File: src/rtl/fifo_pkg.sv
// Shared helpers for the dual-clock FIFO: width-independent Gray/binary
// conversion and the default pointer type.
package fifo_pkg;

  localparam int unsigned FIFO_DEPTH = 16;
  localparam int unsigned FIFO_AW    = $clog2(FIFO_DEPTH);

  typedef logic [FIFO_AW:0] ptr_t;

  // Operands are zero-extended to 32 bits, so one body serves every pointer width.
  function automatic logic [31:0] bin2gray(input logic [31:0] b);
    return b ^ (b >> 1);
  endfunction

  function automatic logic [31:0] gray2bin(input logic [31:0] g);
    logic [31:0] b;
    b = 32'd0;
    for (int i = 0; i < 32; i++) begin
      b[i] = ^(g >> i);
    end
    return b;
  endfunction

endpackage

File: src/rtl/fifo_rd_ctrl_if.sv
// Read-side bus of the dual-clock FIFO. The uf_clr/underflow pair exists only
// when FIFO_RD_UNDERFLOW_EN is defined.
interface fifo_rd_ctrl_if #(
  parameter int unsigned AW = 4
);

  logic          rd_rq;
  logic [AW:0]   rsync_ptr2;
  logic [AW-1:0] raddr;
  logic [AW:0]   rptr;
  logic          empty;
  logic          aempty;
  logic [AW:0]   rlevel;
`ifdef FIFO_RD_UNDERFLOW_EN
  logic          uf_clr;
  logic          underflow;

  modport master (
    output rd_rq, rsync_ptr2, uf_clr,
    input  raddr, rptr, empty, aempty, rlevel, underflow
  );

  modport slave (
    input  rd_rq, rsync_ptr2, uf_clr,
    output raddr, rptr, empty, aempty, rlevel, underflow
  );
`else
  modport master (
    output rd_rq, rsync_ptr2,
    input  raddr, rptr, empty, aempty, rlevel
  );

  modport slave (
    input  rd_rq, rsync_ptr2,
    output raddr, rptr, empty, aempty, rlevel
  );
`endif

endinterface

File: src/rtl/fifo_gray2bin.sv
// Combinational Gray-to-binary converter, shared by the read and write sides.
module fifo_gray2bin
  import fifo_pkg::*;
#(
  parameter int unsigned W = 5
) (
  input  logic [W-1:0] gray_i,
  output logic [W-1:0] bin_o
);

  // XOR-prefix from the MSB down.
  always_comb begin
    bin_o = W'(gray2bin(32'(gray_i)));
  end

endmodule

File: src/rtl/fifo_rd_ctrl.sv
// Read-side control of the dual-clock FIFO: read pointers, empty, fill level,
// almost-empty, and a sticky underflow flag when FIFO_RD_UNDERFLOW_EN is defined.
module fifo_rd_ctrl
  import fifo_pkg::*;
#(
  parameter int unsigned DEPTH     = 16,
  parameter int unsigned AE_THRESH = 2
) (
  input  logic          r_clk,
  input  logic          rst,
  fifo_rd_ctrl_if.slave bus
);

  localparam int unsigned AW = $clog2(DEPTH);
  localparam int unsigned PW = AW + 1;
  localparam logic [PW-1:0] AE_LVL = PW'(AE_THRESH);

  if ((DEPTH < 4) || ((DEPTH & (DEPTH - 1)) != 0)) begin : g_bad_depth
    $error("fifo_rd_ctrl: DEPTH must be a power of two and at least 4");
  end
  if (AE_THRESH >= DEPTH) begin : g_bad_thresh
    $error("fifo_rd_ctrl: AE_THRESH must be below DEPTH");
  end

  logic [PW-1:0] bin_q, bin_d;
  logic [PW-1:0] rptr_q, rptr_d;
  logic [PW-1:0] rlevel_q, rlevel_d;
  logic [PW-1:0] wbin_s;
  logic          empty_q, empty_d;
  logic          aempty_q, aempty_d;
  logic          rd_acc_s;

  fifo_gray2bin #(.W(PW)) u_wptr_g2b (
    .gray_i (bus.rsync_ptr2),
    .bin_o  (wbin_s)
  );

  // Flags compare against the new read pointer so a simultaneous last read and write keep empty low.
  always_comb begin
    rd_acc_s = bus.rd_rq & ~empty_q;
    bin_d    = bin_q + {{AW{1'b0}}, rd_acc_s};
    rptr_d   = PW'(bin2gray(32'(bin_d)));
    empty_d  = (rptr_d == bus.rsync_ptr2);
    rlevel_d = wbin_s - bin_d;
    aempty_d = (rlevel_d <= AE_LVL);
  end

  always_ff @(posedge r_clk) begin
    if (rst) begin
      bin_q    <= {PW{1'b0}};
      rptr_q   <= {PW{1'b0}};
      rlevel_q <= {PW{1'b0}};
      empty_q  <= 1'b1;
      aempty_q <= 1'b1;
    end else begin
      bin_q    <= bin_d;
      rptr_q   <= rptr_d;
      rlevel_q <= rlevel_d;
      empty_q  <= empty_d;
      aempty_q <= aempty_d;
    end
  end

  assign bus.raddr  = bin_q[AW-1:0];
  assign bus.rptr   = rptr_q;
  assign bus.empty  = empty_q;
  assign bus.aempty = aempty_q;
  assign bus.rlevel = rlevel_q;

`ifdef FIFO_RD_UNDERFLOW_EN
  logic uf_q, uf_d;

  // Set wins over a simultaneous clear.
  always_comb begin
    uf_d = (uf_q & ~bus.uf_clr) | (bus.rd_rq & empty_q);
  end

  always_ff @(posedge r_clk) begin
    if (rst) begin
      uf_q <= 1'b0;
    end else begin
      uf_q <= uf_d;
    end
  end

  assign bus.underflow = uf_q;
`endif

endmodule

File: src/flat_wrapper.sv
// flat-port wrapper written by rule: the top's interface ports become plain ports
module fifo_rd_ctrl_flat import fifo_pkg::*;
#(
  parameter int unsigned DEPTH     = 16,
  parameter int unsigned AE_THRESH = 2
)
  (r_clk, rst, bus_rd_rq, bus_rsync_ptr2, bus_raddr, bus_rptr, bus_empty, bus_aempty, bus_rlevel);
  fifo_rd_ctrl_if #(.AW(4)) bus_i ();
  input  logic r_clk;
  input  logic rst;
  input wire logic [$bits(bus_i.rd_rq)-1:0] bus_rd_rq;
  input wire logic [$bits(bus_i.rsync_ptr2)-1:0] bus_rsync_ptr2;
  output wire logic [$bits(bus_i.raddr)-1:0] bus_raddr;
  output wire logic [$bits(bus_i.rptr)-1:0] bus_rptr;
  output wire logic [$bits(bus_i.empty)-1:0] bus_empty;
  output wire logic [$bits(bus_i.aempty)-1:0] bus_aempty;
  output wire logic [$bits(bus_i.rlevel)-1:0] bus_rlevel;
  assign bus_i.rd_rq = bus_rd_rq;
  assign bus_i.rsync_ptr2 = bus_rsync_ptr2;
  assign bus_raddr = bus_i.raddr;
  assign bus_rptr = bus_i.rptr;
  assign bus_empty = bus_i.empty;
  assign bus_aempty = bus_i.aempty;
  assign bus_rlevel = bus_i.rlevel;
  fifo_rd_ctrl #(.DEPTH(DEPTH), .AE_THRESH(AE_THRESH)) u_core (.r_clk(r_clk), .rst(rst), .bus(bus_i));
endmodule
File: config.mk
export PLATFORM = sky130hd
export DESIGN_NAME = fifo_rd_ctrl_flat
export DESIGN_NICKNAME = d
export VERILOG_FILES = /design/src/rtl/fifo_pkg.sv /design/src/rtl/fifo_rd_ctrl_if.sv /design/src/rtl/fifo_gray2bin.sv /design/src/rtl/fifo_rd_ctrl.sv /design/src/flat_wrapper.sv
export SDC_FILE = /design/constraint.sdc
export NUM_CORES = 1
export LEC_CHECK = 0
export CELL_PAD_IN_SITES_DETAIL_PLACEMENT = 0
export CELL_PAD_IN_SITES_GLOBAL_PLACEMENT = 1
export CORE_MARGIN = 4
export CORE_UTILIZATION = 37
export CTS_BUF_LIST = sky130_fd_sc_hd__clkbuf_4
export DETAILED_ROUTE_END_ITERATION = 7
export GPL_TIMING_DRIVEN = 1
export PLACE_DENSITY = 0.91
export REMOVE_ABC_BUFFERS = 1
export SKIP_CTS_REPAIR_TIMING = 1
export SLEW_MARGIN = 20
export SYNTH_ARGS = -nofsm -noshare
export SYNTH_HDL_FRONTEND = slang
export SYNTH_SLANG_ARGS = --single-unit
File: constraint.sdc
create_clock -name r_clk -period 2.7 [get_ports r_clk]
set_input_delay 0.27 -clock r_clk [delete_from_list [all_inputs] [get_ports r_clk]]
set_output_delay 0.27 -clock r_clk [all_outputs]
set_load 0.01 [all_outputs]
==> reports/results.txt, run 1 <==
Final min period = 2.61 ns
DRT Pass-1 Iters = 3
Synth area leader = dfxtp_1
Num ports = 24
CP most frequent cell = xor2_1
DR DRC count = 0
Avg Inst Size Synth = 11.1 µm²
Design area = 1230 µm²
Routed Antenna Nets = 0
Largest stage delay, worst path = 0.48 ns
Worst path slowest cell = clkdlybuf4s50_1
Relative slew margins = 0.632
Filler cell count in the final layout = 210
Drt first-iter violations = 4
Nets@finish = 127
Netlist Area Pre-Place = 852 µm²
Vias in the first global route = 649
Die Area = 3130 µm²
Top delay family on crit path = XOR/XNOR gates
Fin. Hold Viols = 0
CP cell instances = clkdlybuf4s50_1, xnor3_2, xor2_2, xor2_1, ha_2, fa_2, o21ai_2, a31oi_1, xor2_1, a31o_1
I/O Buffers = 23
Worst Path Buf+Inv = 1
Fmax = 0.383 GHz
Worst Tran Pin Value = 0.550 ns
Antenna cell count = 0
Unique masters post-synth = 27
Post-DP HPWL = 1.27 mm
Total power = 0.597 mW
Clock Skew = 0.00223 ns
Area fraction of the dominant cell type after synthesis = 0.376
H-tree levels = 1
Die width = 56.0 µm
Critical path startpoint category = input pin
Via count = 625
DR WL/cell = 11.4 µm
Placement-stage cell area = 1190 µm²
Power per standard cell area = 486 nW/µm²
Final-report max-slew violation count = 0
Worst vdd ir = 264 µV
Leak = 0.534 nW
Clk Latency, worst-skew pair = 0.28 ns
Critical path class = input pin to register
Ranking of synthesized cells by area = dfxtp_1 (38%), xor2_1 (9.3%), xor2_4 (6.5%)
Largest net degree at the start of global routing = 17
Synth-to-Final Area Change = 44.1%
Final WL = 1.59 mm
CP max FO = 3
Post-synthesis sequential area ratio = 0.376
Initial Utilization = 0.385
Share of cells above drive strength 1 = 0.205
Status = completed
Overall routing resource usage = 0.112
Fin crit share = 0.968
GPL Wtd Cong = 0.764
FF+latch count, synth = 16
Die span in y = 56.0 µm
Synth Instances = 77
Final setup fails = 0
Number of max-cap violations = 0
YS warnings = 0
Clk root buf = clkbuf_4
Grt ovf = 0
Required @ worst endpoint = 2.88 ns
Worst Hold Class = register to register
Clk slew on worst S/H paths = 0.08 ns
Core area = 2210 µm²
Clk buf depth = 2
Min Hold Slack = 0.649 ns
First-pass GRT wire length = 2.76 mm
Via-to-Cell Ratio = 4.46
Site row count = 17
TritonCTS buffer count = 3
Crit. End Element = register
Total clock sinks = 16
CTS tree = built
Antenna violations before repair = 0
Worst path arrival time = 2.79 ns
## through the flow
step / cells / setup TNS (ns) / setup slack, ns / utilization
after global routing: 140 / -0.0105 / -0.0105 / 0.555
after floorplan: 76 / 0 / 0.240 / -
after global placement: 137 / -0.390 / -0.191 / 0.537
after CTS: 140 / 0 / 0.00684 / 0.548
final: 140 / 0 / 0.0873 / 0.555
after detailed placement: 137 / -0.629 / -0.277 / 0.537
## cell usage in the layout (no fill, tap or decap)
cell type        synthesis  routed
a21boi_1                 1       1
a21oi_1                  1       1
a31o_1                   2       2
a31oi_1                  1       1
and2_1                   1       1
buf_4                    0      10
clkbuf_4                 0       3
clkdlybuf4s50_1          0      23
dfxtp_1                 16      16
fa_2                     0       1
ha_1                     4       3
ha_2                     0       1
inv_1                    4       4
maj3_2                   1       1
nand2_1                  1       1
nand3_1                  2       2
nand4_2                  1       1
nor2_1                  14      14
nor2b_1                  1       1
nor2b_2                  1       1
nor3_1                   1       1
o21a_1                   1       1
o21ai_2                  0       1
or3_1                    1       1
xnor2_1                  5       5
xnor3_1                  1       1
xnor3_2                  1       1
xor2_1                   9       8
xor2_2                   0       1
xor2_4                   2       2
xor3_1                   2       2
## sequential cells by signal (all words and copies together), names as in the netlist
register           count
u_core.bus.rlevel      5
u_core.bus.rptr        5
u_core.bin_q           4
u_core.bus.aempty      1
u_core.bus.empty       1
## area by class of cell
cell class,instances,area [µm²],area share
tap,28,35.0,0.0285
timing repair buffer,33,305,0.249
clock buffer,3,22.5,0.0183
multi-input combinational,56,529,0.431
sequential,16,320,0.261
inverter,4,15.0,0.0122
## final timing paths
| path | from | to | slack, ns | cells past startpoint |
|---|---|---|---|---|
| worst min-delay path | u_core.bin_q[0] | u_core.bin_q[0] | 0.65 | 2 |
| worst max-delay path | bus_rsync_ptr2[4] | u_core.bus.aempty | 0.09 | 10 |
| worst min register to register | u_core.bin_q[0] | u_core.bin_q[0] | 0.65 | 2 |
| worst max register to register | u_core.bus.empty | u_core.bus.aempty | 0.48 | 9 |
## worst reg2reg max path, delay by kind of cell, from the launching register on
| kind | cells | cell delay [ns] |
|---|---|---|
| DFF | 1 | 0.33 |
| xor gates and xnor gates | 2 | 0.38 |
| and+or+nand+nor | 1 | 0.21 |
| buffers and inverters | 1 | 0.11 |
| AOI/OAI and AO/OA | 3 | 0.47 |
| adders and majority gates | 2 | 0.62 |
## power by group
part | internal [mW] | switching [mW]
Combinational | 0.122 | 0.0882
Clock | 0.0519 | 0.0690
Sequential | 0.258 | 0.00813
Total | 0.431 | 0.165
## metal layers
layer / up-vias / routed length, µm / track usage
met3: 5 / 109 / 0.0302
met1: 282 / 739 / 0.138
li1: 322 / - / -
met4: 0 / 36 / 0.0610
met2: 16 / 709 / 0.177
met5: - / 0 / 0
## cells in the mapped netlist
cell type / n
nor2b_2: 1
nand3_1: 2
a31oi_1: 1
xnor3_2: 1
xor3_1: 2
nor2b_1: 1
nand2_1: 1
xnor2_1: 5
a21oi_1: 1
nand4_2: 1
dfxtp_1: 16
o21a_1: 1
nor3_1: 1
or3_1: 1
a31o_1: 2
inv_1: 4
o21ai_1: 1
and2_1: 1
ha_1: 4
xnor3_1: 1
maj3_2: 1
xor2_4: 2
fa_1: 1
a21boi_1: 1
nor2_1: 14
clkbuf_1: 1
xor2_1: 9
## kinds of logic after synthesis
| family | after synthesis | synth area share |
|---|---|---|
| buf+inv | 5 | 0.0220 |
| flops | 16 | 0.376 |
| fa+ha+maj | 6 | 0.0955 |
| compound gates | 7 | 0.0573 |
| xor+xnor | 20 | 0.319 |
| simple gates | 23 | 0.131 |
Power figures use the tool's default switching activity.
==> inputs of run 2 (changes only) <==
--- a/config.mk
+++ b/config.mk
@@ -5,10 +5,8 @@
 export SDC_FILE = /design/constraint.sdc
 export NUM_CORES = 1
 export LEC_CHECK = 0
-export CELL_PAD_IN_SITES_DETAIL_PLACEMENT = 0
-export CELL_PAD_IN_SITES_GLOBAL_PLACEMENT = 1
 export CORE_MARGIN = 4
-export CORE_UTILIZATION = 37
+export CORE_UTILIZATION = 48
 export CTS_BUF_LIST = sky130_fd_sc_hd__clkbuf_4
 export DETAILED_ROUTE_END_ITERATION = 7
 export GPL_TIMING_DRIVEN = 1
==> reports/results.txt, run 2 (same netlist as run 1, synthesis figures left out) <==
RSZ-0062 raised after global routing = false
Via count = 644 (+3.0%)
Finished Layout Cells = 137 (-2.1%)
Nets@finish = 127 (unchanged)
DR DRC count = 0 (unchanged)
Site row count = 14 (-3)
Via-to-Cell Ratio = 4.70 (+5.3%)
Antenna cell count = 0 (unchanged)
Clk buf depth = 2 (unchanged)
DRT Pass-1 Iters = 4 (+1)
Total clock sinks = 16 (unchanged)
Worst vdd ir = 392 µV (+49%)
Clk root buf = clkbuf_4
R2R depth = 8 (-1)
First-pass GRT wire length = 3.15 mm (+14%)
Share of cells above drive strength 1 = 0.186 (-0.0195)
Required @ worst endpoint = 2.89 ns (about the same)
Critical path class = input pin to register
Status = completed
Drt first-iter violations = 2 (-2)
CTS tree = built
Die Area = 2510 µm² (-20%)
Worst Tran Pin Value = 0.540 ns (-0.00984 ns)
Worst Hold Class = register to register
Sequential Area = 320 µm² (unchanged)
Fmax = 0.379 GHz (-0.90%)
Die width = 50.1 µm (-10%)
Die span in y = 50.1 µm (-10%)
Num ports = 24 (unchanged)
Area occupied by multi-input gates = 523 µm² (-1.2%)
TritonCTS buffer count = 3 (unchanged)
GPL Wtd Cong = 0.777 (+1.8%)
Routed Antenna Nets = 0 (unchanged)
Number of max-cap violations = 0 (unchanged)
Placed cells = 133 (-2.9%)
Fin crit share = 0.976 (+0.00876)
Min Hold Slack = 0.669 ns (+0.0201 ns)
Vias in the first global route = 708 (+9.1%)
Final WL = 1.84 mm (+16%)
Critical path startpoint category = input pin
Final-report max-slew violation count = 0 (unchanged)
Switching share of power = 0.293 (+0.0164)
I/O Buffers = 23 (unchanged)
Post-DP HPWL = 1.44 mm (+13%)
Clock Skew = 0.00372 ns (+0.00149 ns)
Clk slew on worst S/H paths = 0.09 ns (about the same)
Grt ovf = 0 (unchanged)
Part of the power in registers = 0.435 (-0.011)
Overall routing resource usage = 0.170 (+0.0578)
Fin. Hold Viols = 0 (unchanged)
Internal power = 0.433 mW (+0.35%)
Relative slew margins = 0.639 (+0.00658)
Crit. End Element = register
Final setup fails = 0 (unchanged)
Largest net degree at the start of global routing = 17 (unchanged)
DR WL/cell = 13.5 µm (+18%)
Clk pwr share = 0.217 (+0.015)
Antenna violations before repair = 0 (unchanged)
CP max FO = 3 (unchanged)
Core area = 1590 µm² (-28%)
Final Core Density = 0.765 (+0.210)
Power per standard cell area = 502 nW/µm² (+3.3%)
Leak = 0.536 nW (+0.41%)
Most common cell after layout, fill and taps aside = clkdlybuf4s50_1
Clk Latency, worst-skew pair = 0.29 ns (about the same)
Combinational share of power = 0.348 (-0.004)
Initial Utilization = 0.535 (+0.149)
R2r setup slk = 0.46 ns (-0.02 ns)
Worst path arrival time = 2.83 ns (+0.04 ns)
Total power = 0.613 mW (+2.7%)
Worst Hold Depth = 2 (unchanged)
NetSw = 0.180 mW (+8.8%)
Filler cell count in the final layout = 107 (-49%)
Final min period = 2.64 ns (+0.0237 ns)
Synth-to-Final Area Change = 43.2%
H-tree levels = 1 (unchanged)
Most frequent cells in the layout = clkdlybuf4s50_1 (23), dfxtp_1 (16), nor2_1 (14)
[run 2: cell count changes in the layout (fill, tap and decap cells not counted), sizes merged]
| cell | delta |
|---|---|
| clkinv | +1 |
[run 2: final timing paths]
| kind | from | to |
|---|---|---|
| max | bus_rsync_ptr2[4] | u_core.bus.aempty |
| min | u_core.bin_q[0] | u_core.bin_q[0] |
| max reg2reg | u_core.bus.empty | u_core.bus.aempty |
| min reg2reg | u_core.bin_q[0] | u_core.bin_q[0] |
[run 2: cell type report]
class / instances / area share
clock buffers: 3 / 0.0185
clock inverters: 1 / 0.00308
multi-input cells: 56 / 0.429
repair buffers: 33 / 0.250
flip-flops and latches: 16 / 0.263
well taps: 24 / 0.0246
inverters: 4 / 0.0123
[run 2: critical path: stages]
cell and delay (ns):
clkdlybuf4s50_1 0.48, xnor3_2 0.46, xor2_2 0.17, xor2_1 0.16, ha_1 0.24, fa_2 0.37
o21ai_1 0.17, a31oi_1 0.12, xor2_1 0.18, a31o_1 0.22
[run 2: stage by stage]
stage	setup WS (ns)	setup TNS [ns]	instance area [µm²]
5_1_grt	0.0181	0	1220
3_5_place_dp	-0.291	-0.666	1180
6_report	0.0636	0	1220
3_3_place_gp	-0.185	-0.349	1180
4_1_cts	0.00669	0	1210
2_1_floorplan	0.240	0	848
[run 2: per-layer routing]
metal,vias to the layer above,wire [µm],global-route usage
met4,0,51,0.111
met1,294,751,0.177
met2,22,936,0.298
met5,-,0,0
li1,323,-,-
met3,5,106,0.0473
[run 2: power groups by stage]
| stage | logic [mW] | clock network [mW] | registers [mW] |
|---|---|---|---|
| 2_1_floorplan | 0.0962 | 0 | 0.283 |
| 3_3_place_gp | 0.200 | 0 | 0.271 |
| 3_5_place_dp | 0.208 | 0 | 0.272 |
| 4_1_cts | 0.210 | 0.136 | 0.267 |
| 5_1_grt | 0.230 | 0.153 | 0.269 |
| 6_report | 0.213 | 0.133 | 0.266 |
